File: src/rtl/spi_master_ctrl_if.sv
// spi_master_ctrl_if
//   Groups the SPI sequencer's control, status and serial-side signals.
//   master modport: the spi_master_ctrl sequencer.
//   slave  modport: whoever issues requests and supplies MISO (system/bench).
//   start, abort : transfer request / cancel
//   miso         : serial data from the SPI slave
//   busy, done   : transfer status and completion pulse
//   cs_n, sclk   : SPI select and clock
//   load_en, shift_en, serial_in : strobes and data to the shift_reg datapath
interface spi_master_ctrl_if;
  logic start;
  logic abort;
  logic miso;
  logic busy;
  logic done;
  logic cs_n;
  logic sclk;
  logic load_en;
  logic shift_en;
  logic serial_in;

  modport master (
    input  start, abort, miso,
    output busy, done, cs_n, sclk, load_en, shift_en, serial_in
  );

  modport slave (
    output start, abort, miso,
    input  busy, done, cs_n, sclk, load_en, shift_en, serial_in
  );
endinterface

File: src/rtl/spi_master_ctrl.sv
// spi_master_ctrl
//   Sequencer for an SPI shift_reg datapath: one DATA_LEN-bit, MSB-first,
//   mode 0 (CPOL=0, CPHA=0) transfer per accepted start.
//   clk  : system clock, rising edge
//   rst  : asynchronous active-high reset
//   bus  : spi_master_ctrl_if.master (start/abort/miso in; busy/done/cs_n/
//          sclk/load_en/shift_en/serial_in out, all registered)
`ifndef DATA_LEN
`define DATA_LEN 8
`endif

module spi_master_ctrl #(
  parameter int unsigned DATA_LEN = `DATA_LEN,
  parameter int unsigned CLK_DIV  = 2
) (
  input  logic               clk,
  input  logic               rst,
  spi_master_ctrl_if.master  bus
);

  localparam int unsigned DIV_W = $clog2(CLK_DIV + 1);
  localparam int unsigned BIT_W = $clog2(DATA_LEN + 1);
  localparam logic [DIV_W-1:0] DIV_LAST = DIV_W'(CLK_DIV - 1);
  localparam logic [BIT_W-1:0] BIT_LAST = BIT_W'(DATA_LEN);

  typedef enum logic [2:0] {
    S_IDLE,
    S_LOAD,
    S_LEAD,
    S_HIGH,
    S_LOW,
    S_TRAIL
  } state_t;

  state_t           state_q, state_d;
  logic [DIV_W-1:0] div_q, div_d;
  logic [BIT_W-1:0] bit_q, bit_d;
  logic             busy_q, busy_d;
  logic             done_q, done_d;
  logic             cs_n_q, cs_n_d;
  logic             sclk_q, sclk_d;
  logic             load_q, load_d;
  logic             shift_q, shift_d;
  logic             sin_q, sin_d;
  logic             div_end;

  assign div_end = (div_q == DIV_LAST);

  always_comb begin
    state_d = state_q;
    div_d   = div_q;
    bit_d   = bit_q;
    busy_d  = busy_q;
    done_d  = 1'b0;
    cs_n_d  = cs_n_q;
    sclk_d  = sclk_q;
    load_d  = 1'b0;
    shift_d = 1'b0;
    sin_d   = sin_q;

    case (state_q)
      S_IDLE: begin
        if (bus.start) begin
          state_d = S_LOAD;
          load_d  = 1'b1;
          busy_d  = 1'b1;
          cs_n_d  = 1'b0;
          div_d   = '0;
          bit_d   = '0;
        end
      end
      S_LOAD: begin
        state_d = S_LEAD;
        div_d   = '0;
      end
      // LEAD and LOW both end with an sclk rising edge that samples MISO.
      S_LEAD, S_LOW: begin
        if (div_end) begin
          div_d   = '0;
          sclk_d  = 1'b1;
          sin_d   = bus.miso;
          state_d = S_HIGH;
        end else begin
          div_d = div_q + 1'b1;
        end
      end
      S_HIGH: begin
        if (div_end) begin
          div_d   = '0;
          sclk_d  = 1'b0;
          shift_d = 1'b1;
          bit_d   = bit_q + 1'b1;
          state_d = ((bit_q + 1'b1) == BIT_LAST) ? S_TRAIL : S_LOW;
        end else begin
          div_d = div_q + 1'b1;
        end
      end
      S_TRAIL: begin
        if (div_end) begin
          div_d   = '0;
          cs_n_d  = 1'b1;
          busy_d  = 1'b0;
          done_d  = 1'b1;
          state_d = S_IDLE;
        end else begin
          div_d = div_q + 1'b1;
        end
      end
      default: begin
        state_d = S_IDLE;
      end
    endcase

    // Abort overrides whatever phase transition was computed above.
    if (bus.abort && (state_q != S_IDLE)) begin
      state_d = S_IDLE;
      div_d   = '0;
      bit_d   = '0;
      busy_d  = 1'b0;
      done_d  = 1'b0;
      cs_n_d  = 1'b1;
      sclk_d  = 1'b0;
      load_d  = 1'b0;
      shift_d = 1'b0;
      sin_d   = 1'b0;
    end
  end

  always_ff @(posedge clk or posedge rst) begin
    if (rst) begin
      state_q <= S_IDLE;
      div_q   <= '0;
      bit_q   <= '0;
      busy_q  <= 1'b0;
      done_q  <= 1'b0;
      cs_n_q  <= 1'b1;
      sclk_q  <= 1'b0;
      load_q  <= 1'b0;
      shift_q <= 1'b0;
      sin_q   <= 1'b0;
    end else begin
      state_q <= state_d;
      div_q   <= div_d;
      bit_q   <= bit_d;
      busy_q  <= busy_d;
      done_q  <= done_d;
      cs_n_q  <= cs_n_d;
      sclk_q  <= sclk_d;
      load_q  <= load_d;
      shift_q <= shift_d;
      sin_q   <= sin_d;
    end
  end

  assign bus.busy      = busy_q;
  assign bus.done      = done_q;
  assign bus.cs_n      = cs_n_q;
  assign bus.sclk      = sclk_q;
  assign bus.load_en   = load_q;
  assign bus.shift_en  = shift_q;
  assign bus.serial_in = sin_q;

endmodule

File: src/flat_wrapper.sv
// flat-port wrapper written by rule: the top's interface ports become plain ports
module spi_master_ctrl_flat 
#(
  parameter int unsigned DATA_LEN = `DATA_LEN,
  parameter int unsigned CLK_DIV  = 2
)
  (clk, rst, bus_start, bus_abort, bus_miso, bus_busy, bus_done, bus_cs_n, bus_sclk, bus_load_en, bus_shift_en, bus_serial_in);
  spi_master_ctrl_if bus_i ();
  input  logic clk;
  input  logic rst;
  input wire logic [$bits(bus_i.start)-1:0] bus_start;
  input wire logic [$bits(bus_i.abort)-1:0] bus_abort;
  input wire logic [$bits(bus_i.miso)-1:0] bus_miso;
  output wire logic [$bits(bus_i.busy)-1:0] bus_busy;
  output wire logic [$bits(bus_i.done)-1:0] bus_done;
  output wire logic [$bits(bus_i.cs_n)-1:0] bus_cs_n;
  output wire logic [$bits(bus_i.sclk)-1:0] bus_sclk;
  output wire logic [$bits(bus_i.load_en)-1:0] bus_load_en;
  output wire logic [$bits(bus_i.shift_en)-1:0] bus_shift_en;
  output wire logic [$bits(bus_i.serial_in)-1:0] bus_serial_in;
  assign bus_i.start = bus_start;
  assign bus_i.abort = bus_abort;
  assign bus_i.miso = bus_miso;
  assign bus_busy = bus_i.busy;
  assign bus_done = bus_i.done;
  assign bus_cs_n = bus_i.cs_n;
  assign bus_sclk = bus_i.sclk;
  assign bus_load_en = bus_i.load_en;
  assign bus_shift_en = bus_i.shift_en;
  assign bus_serial_in = bus_i.serial_in;
  spi_master_ctrl #(.DATA_LEN(DATA_LEN), .CLK_DIV(CLK_DIV)) u_core (.clk(clk), .rst(rst), .bus(bus_i));
endmodule
File: config.mk
export PLATFORM = sky130hd
export DESIGN_NAME = spi_master_ctrl_flat
export DESIGN_NICKNAME = d
export VERILOG_FILES = /design/src/rtl/spi_master_ctrl_if.sv /design/src/rtl/spi_master_ctrl.sv /design/src/flat_wrapper.sv
export SDC_FILE = /design/constraint.sdc
export NUM_CORES = 1
export LEC_CHECK = 0
export ABC_AREA = 1
export CAP_MARGIN = 20
export CORE_MARGIN = 4
export CORE_UTILIZATION = 52
export CTS_CLUSTER_DIAMETER = 120
export DETAILED_ROUTE_END_ITERATION = 10
export HOLD_SLACK_MARGIN = 0.03
export PLACE_DENSITY = 0.76
export SKIP_LAST_GASP = 1
export SYNTH_ARGS = -nofsm -noshare
export SYNTH_HDL_FRONTEND = slang
export SYNTH_SLANG_ARGS = --single-unit
export TNS_END_PERCENT = 5
File: constraint.sdc
create_clock -name clk -period 1.7 [get_ports clk]
set_clock_uncertainty 0.1 [all_clocks]
set_input_delay 0.255 -clock clk [delete_from_list [all_inputs] [get_ports clk]]
set_output_delay 0.255 -clock clk [all_outputs]
set_load 0.02 [all_outputs]
# Word level (Yosys, flattened, before mapping)
# Index checks and enable logic that the tools add are counted.
# classes
addsub	2
multipliers	0
div	0
magnitude_cmp	0
eq_ne	11
shift	0
muxes	36
bitwise_logic	0
reduce_logical	17
# op_table
cell	count
$mux W1	19
$mux W3	5
$pmux W3 S5	1
$mux W4	3
$reduce_bool A3 Y1	4
$ne A3 B1 Y1 const B	3
$reduce_and A3 Y1	3
$pmux W4 S2	1
$eq A3 B2 Y1 const B	2
$eq A3 B3 Y1 const B	2
$mux W2	3
$pmux W1 S2	3
$pmux W2 S3	1
$add A4 B1 Y4 const B	1
$eq A4 B4 Y1 const B	1
$reduce_and A2 Y1	2
$reduce_and A4 Y1	1
$reduce_bool A2 Y1	2
$reduce_bool A4 Y1	1
$reduce_or A4 Y1	1
$eq A3 B1 Y1 const B	1
$logic_not A3 Y1	1
$ne A3 B2 Y1 const B	1
$add A2 B1 Y2 const B	1
3 further kinds	3
# word_totals
regBits	16
latchBits	0
ramBits	0
romBits	0
mem_count	0

# Longest topological paths before layout
# Gate-level depths: netlist (run 1).
# logic_depth
depth_word	6
depth_mapped	9

# Worst setup path before layout (run 1)
# OpenSTA, ideal clock, no wires.
# synth_path
path_kind	flip-flop to flip-flop
startpoint	register u_core.state_q[2]
endpoint	register u_core.sin_q (netlist: u_core.bus.serial_in)
setup_ns	0.120
arrival_time_ns	1.065
t_required_ns	1.480
setup_slack_ns	0.415
stages_incl_launch_ff	9
path_cell_list	dfrtp_1 inv_2 nand2_1 nand2_1 nand2_2 nor2_1 inv_2 nor2_1 nor2_1
# synth_via
elab_chain_len	4
# synth_rtl
element	line	source
from (decl)	spi_master_ctrl.sv:35	state_t state_q, state_d;
from (signal assigned)	spi_master_ctrl.sv:142	state_q <= state_d;
$eq A3 B2 Y1 (tied with other cells)	spi_master_ctrl.sv:61	case (state_q)
$reduce_or A2 Y1 / $logic_and A1 B1 Y1 (equally long branches)	spi_master_ctrl.sv:61, spi_master_ctrl.sv:115	
$reduce_bool A2 Y1 (no line)	n/a	
$reduce_and A2 Y1 (no line)	n/a	
to (signal assigned)	spi_master_ctrl.sv:151	sin_q <= sin_d;
to (decl)	spi_master_ctrl.sv:44	logic sin_q, sin_d;
# Several ways; a longest one is shown, not always the timed one.
# A chain may end at the register's enable or synchronous reset.

# Worst setup path in the final report (run 1)
# layout_path
startpoint	register u_core.sin_q (netlist: u_core.bus.serial_in)
endpoint	output port bus_serial_in
# layout_lines
element	line	source
to (decl)	flat_wrapper.sv:20	output wire logic [$bits(bus_i.serial_in)-1:0] bus_serial_in;
# No word-level cell between the ends.

==> out/results.txt, run 1 <==
The run finished with clean final reports. Setup repair after global routing left no endpoint under its margin. The logs give 1580 sq um for the core box area and 2 for the number of buffers on the longest clock path. Setup violations remaining at the end of the flow were counted as 0. The tools report the insertion delay to the later sink of the worst-skew pair as 0.29 ns. The die extent in y came out at 49.6 microns.

Row generation in the floorplan step produced 14 rows. Synthesis produced a netlist with a net count of 121. The global router's overall resource usage came out at 17.1%. The routed layout has 810 vias.

Reg-to-reg critical path endpoint: u_core.bus.serial_in. The run gives 0 as the initial antenna violation count. The fraction of post-synthesis cell area in the top cell type by area is 41.7%, and the peak clock frequency supported by timing is 622 MHz.

Setup total negative slack on the finished layout was measured at 0 ns. The number of hold-slack violations in the final timing report was 0; the I/O pin count was 12. The area growth from synthesis to layout is 19.4%. Worst vdd rail ir drop: 0.000830 V.

Counting distinct cell types in the post-synthesis netlist gives 23. The floorplan step set the die width to 49.6 microns. The root buffer cell chosen for the clock tree is sky130_fd_sc_hd__clkbuf_4. The count of H-tree levels built during CTS was 1; the delay of the slowest critical-path stage was 0.61 ns. Number of buffers created by CTS: 3. For this run, asynchronously set or reset flops after synthesis account for 100%. The multi-input combinational cells in the finished layout cover a total of 427 sq um.

The final number of max-transition violations came out at 0. In this run the tightest slew margin relative to its limit is 78.7%. Slowest library cell on the worst path: sky130_fd_sc_hd__clkdlybuf4s50_1.

The run gives 17 as the pin count of the biggest net entering global routing. The tools report the wire length of the first global-routing pass as 3.29 mm. 0 antenna diodes ended up in the layout. After detailed routing, the number of remaining DRC violations is 0. Setup slack on the critical path of the routed design comes to 0.0915 ns.

The launching element of the worst setup path was u_core.bus.serial_in. After the flow finishes, the layout carries non-filler instances totaling 147. Including well taps, the total number of placed cells is 143. The count of buffers added on input and output ports is 11. Number of enable flip-flop cells after synthesis: 0. The die footprint came out at 2460 sq um.

Dividing the detail-routed via count by the number of cells gives 5.51. At the pin with the least slew margin, the transition time is 0.319 ns. For the number of synthesis warnings, the log shows 0. After clock tree synthesis, the clock-pin slew on the worst setup and hold paths is 0.10 ns. Walking the worst path, the cells encountered are clkdlybuf4s50_1. After detailed routing, the average wire length per cell comes to 12.8 microns. Summing all flip-flop and latch instances after layout gives 402 sq um. The biggest area contributor in the post-synthesis netlist is sky130_fd_sc_hd__dfrtp_1.

The number of max-cap violations is 0. For the total standard cell area after synthesis, the log shows 901 sq um. The synthesized design contains 16 register bits.

The cell depth of the worst setup path was 1; the net count of the finished layout was 138. Cells fill 68.3% of the core in the end. The antenna violation net count after detailed routing was 0. The total power per unit cell area is 1440 nW/um^2.

The cell family contributing the most delay on the critical path is buffers and inverters. The peak fanout along the critical path was 2. Yosys attributes the largest share of cell area to sky130_fd_sc_hd__dfrtp_1 42%, sky130_fd_sc_hd__nand2_1 9.2%, sky130_fd_sc_hd__inv_1 5.8%. Hold buffer count at cts: 0.

The buffering stage count on the worst path with inverters included is 1, and the data required time of the critical path is 1.34 ns. Before antenna repair, the detailed router went through 4 iterations. The number of global-route vias before repair was 798. In the synthesized netlist the dominant register cell turns out to be sky130_fd_sc_hd__dfrtp_1. Timing analysis after detailed placement gives a worst setup slack of 0.133 ns. The analysis attributes to cell leakage a power of 0.556 nW. The wire-length estimate of the detail-placed layout is 1.42 mm.

The critical path ends at bus_serial_in. Summing the sequential cell areas from Yosys gives 44.6% of the chip area. A synthesized cell averages 7.83 sq um. The post-route total power is 1.55 mW. The critical path is of the flop to output port type.

Post-CTS timing repair inserted 0 buffers for setup. The worst path arrival time was 1.25 ns. Counting the fill cells in the layout gives 129.

The startpoint identified for the worst register-to-register timing path is u_core.state_q[2]. The run gives 1 as the number of cells upsized or downsized after cts. STA classifies the critical path endpoint as an output port. Synthesized netlist cell count: 115. TritonCTS built the clock tree.

The final cycle utilization of the critical path came out at 94.6%. The setup check on the worst reg-to-reg path leaves a slack of 0.22 ns. Worst reg2reg path depth: 8. The initial core utilization came out at 57.1%. The routed design has 1.88 mm of wire. Global routing finished with a remaining overflow of 0. The tools report the kind of launch point of the worst setup path as a flop. After the first detailed-routing iteration, the DRC count stood at 33. The proportion of layout cells with a drive suffix above 1 came out at 19.8%. The path class of the tightest hold or removal check is primary input to asynchronous set/reset pin. The clock sink count is 16, and the routability congestion estimate from global placement is 0.876. The post-layout minimum cycle time was 1.61 ns.
==> how the worst min path moves through the flow <==
stage	cells past startpoint	endpoint
finish	3	u_core.bus.load_en
global route	3	u_core.div_q[0]
CTS	3	u_core.bus.load_en
detailed placement	2	u_core.bus.cs_n
global placement	2	u_core.bus.cs_n
floorplan	1	u_core.bit_q[0]
==> kinds of logic (layout without fill, tap and decap cells) <==
kind of cell | after synthesis | in the layout | synth area share [%]
adder cells (fa/ha/maj) | 1 | 1 | 1.39
flip-flops | 16 | 16 | 44.6
AO/OA/AOI/OAI | 16 | 16 | 9.44
AND/OR/NAND/NOR | 63 | 63 | 36.5
buffers and inverters | 19 | 35 | 8.05
==> Yosys cell counts (3+ instances only) <==
cell type                  n
sky130_fd_sc_hd__nor2_2    3
sky130_fd_sc_hd__nand3_2   3
sky130_fd_sc_hd__dfrtp_1  15
sky130_fd_sc_hd__a21oi_1   4
sky130_fd_sc_hd__nand3_1   9
sky130_fd_sc_hd__o21ai_0   5
sky130_fd_sc_hd__nor2_1   13
sky130_fd_sc_hd__nand2_1  22
sky130_fd_sc_hd__inv_1    14
sky130_fd_sc_hd__inv_2     4
sky130_fd_sc_hd__nand2_2   5
sky130_fd_sc_hd__o21ai_1   5
==> state kept, by name (all words and copies together), names as in the netlist <==
signal                cells
u_core.bus.load_en        1
u_core.bus.shift_en       1
u_core.bit_q              4
u_core.bus.busy           1
u_core.bus.serial_in      1
u_core.state_q            3
u_core.div_q              2
u_core.bus.done           1
u_core.bus.sclk           1
u_core.bus.cs_n           1
==> cell usage in the layout, fill, tap and decap left out, drive strengths merged <==
master / instances
a21oi: 4
buf: 2
clkbuf: 4
clkdlybuf4s50: 10
dfrtp: 15
dfstp: 1
dlygate4sd2: 1
ha: 1
inv: 18
nand2: 28
nand3: 13
nand4: 2
nor2: 17
nor3: 3
o21ai: 10
o21bai: 1
o31ai: 1
==> stage by stage <==
stage	cell area, sq um	hold slack [ns]
finish	1080	0.163
detailed placement	1040	0.376
global route	1080	0.186
CTS	1080	0.177
floorplan	901	0.0680
global placement	1040	0.369
==> layer usage <==
| metal | vias up | track usage, % | share of wire [%] |
|---|---|---|---|
| met2 | 37 | 28.6 | 45 |
| li1 | 401 | - | - |
| met4 | 0 | 6.91 | 2.4 |
| met3 | 7 | 4.22 | 6.4 |
| met1 | 365 | 20.9 | 46 |
| met5 | - | 0 | 0 |
==> power breakdown <==
group | internal [mW] | switching, mW
combinational | 0.260 | 0.466
clock | 0.130 | 0.124
sequential | 0.476 | 0.0900
==> area by class of cell <==
cell class              instances  share of cell area, %
repair buffers                 13                   11.5
flip-flops and latches         16                   37.3
multi-input cells              80                   39.7
inverters                      18                   6.28
clock buffers                   4                   3.37
well taps                      16                   1.86
No activity file was read; power rests on OpenSTA's default activity.
==> inputs of run 2 (changes only) <==
--- a/config.mk
+++ b/config.mk
@@ -14,6 +14,7 @@
 export HOLD_SLACK_MARGIN = 0.03
 export PLACE_DENSITY = 0.76
 export SKIP_LAST_GASP = 1
+export SLEW_MARGIN = 20
 export SYNTH_ARGS = -nofsm -noshare
 export SYNTH_HDL_FRONTEND = slang
 export SYNTH_SLANG_ARGS = --single-unit
==> results of run 2 <==
No change in the layout: final DEF, timing and power equal those of run 1.
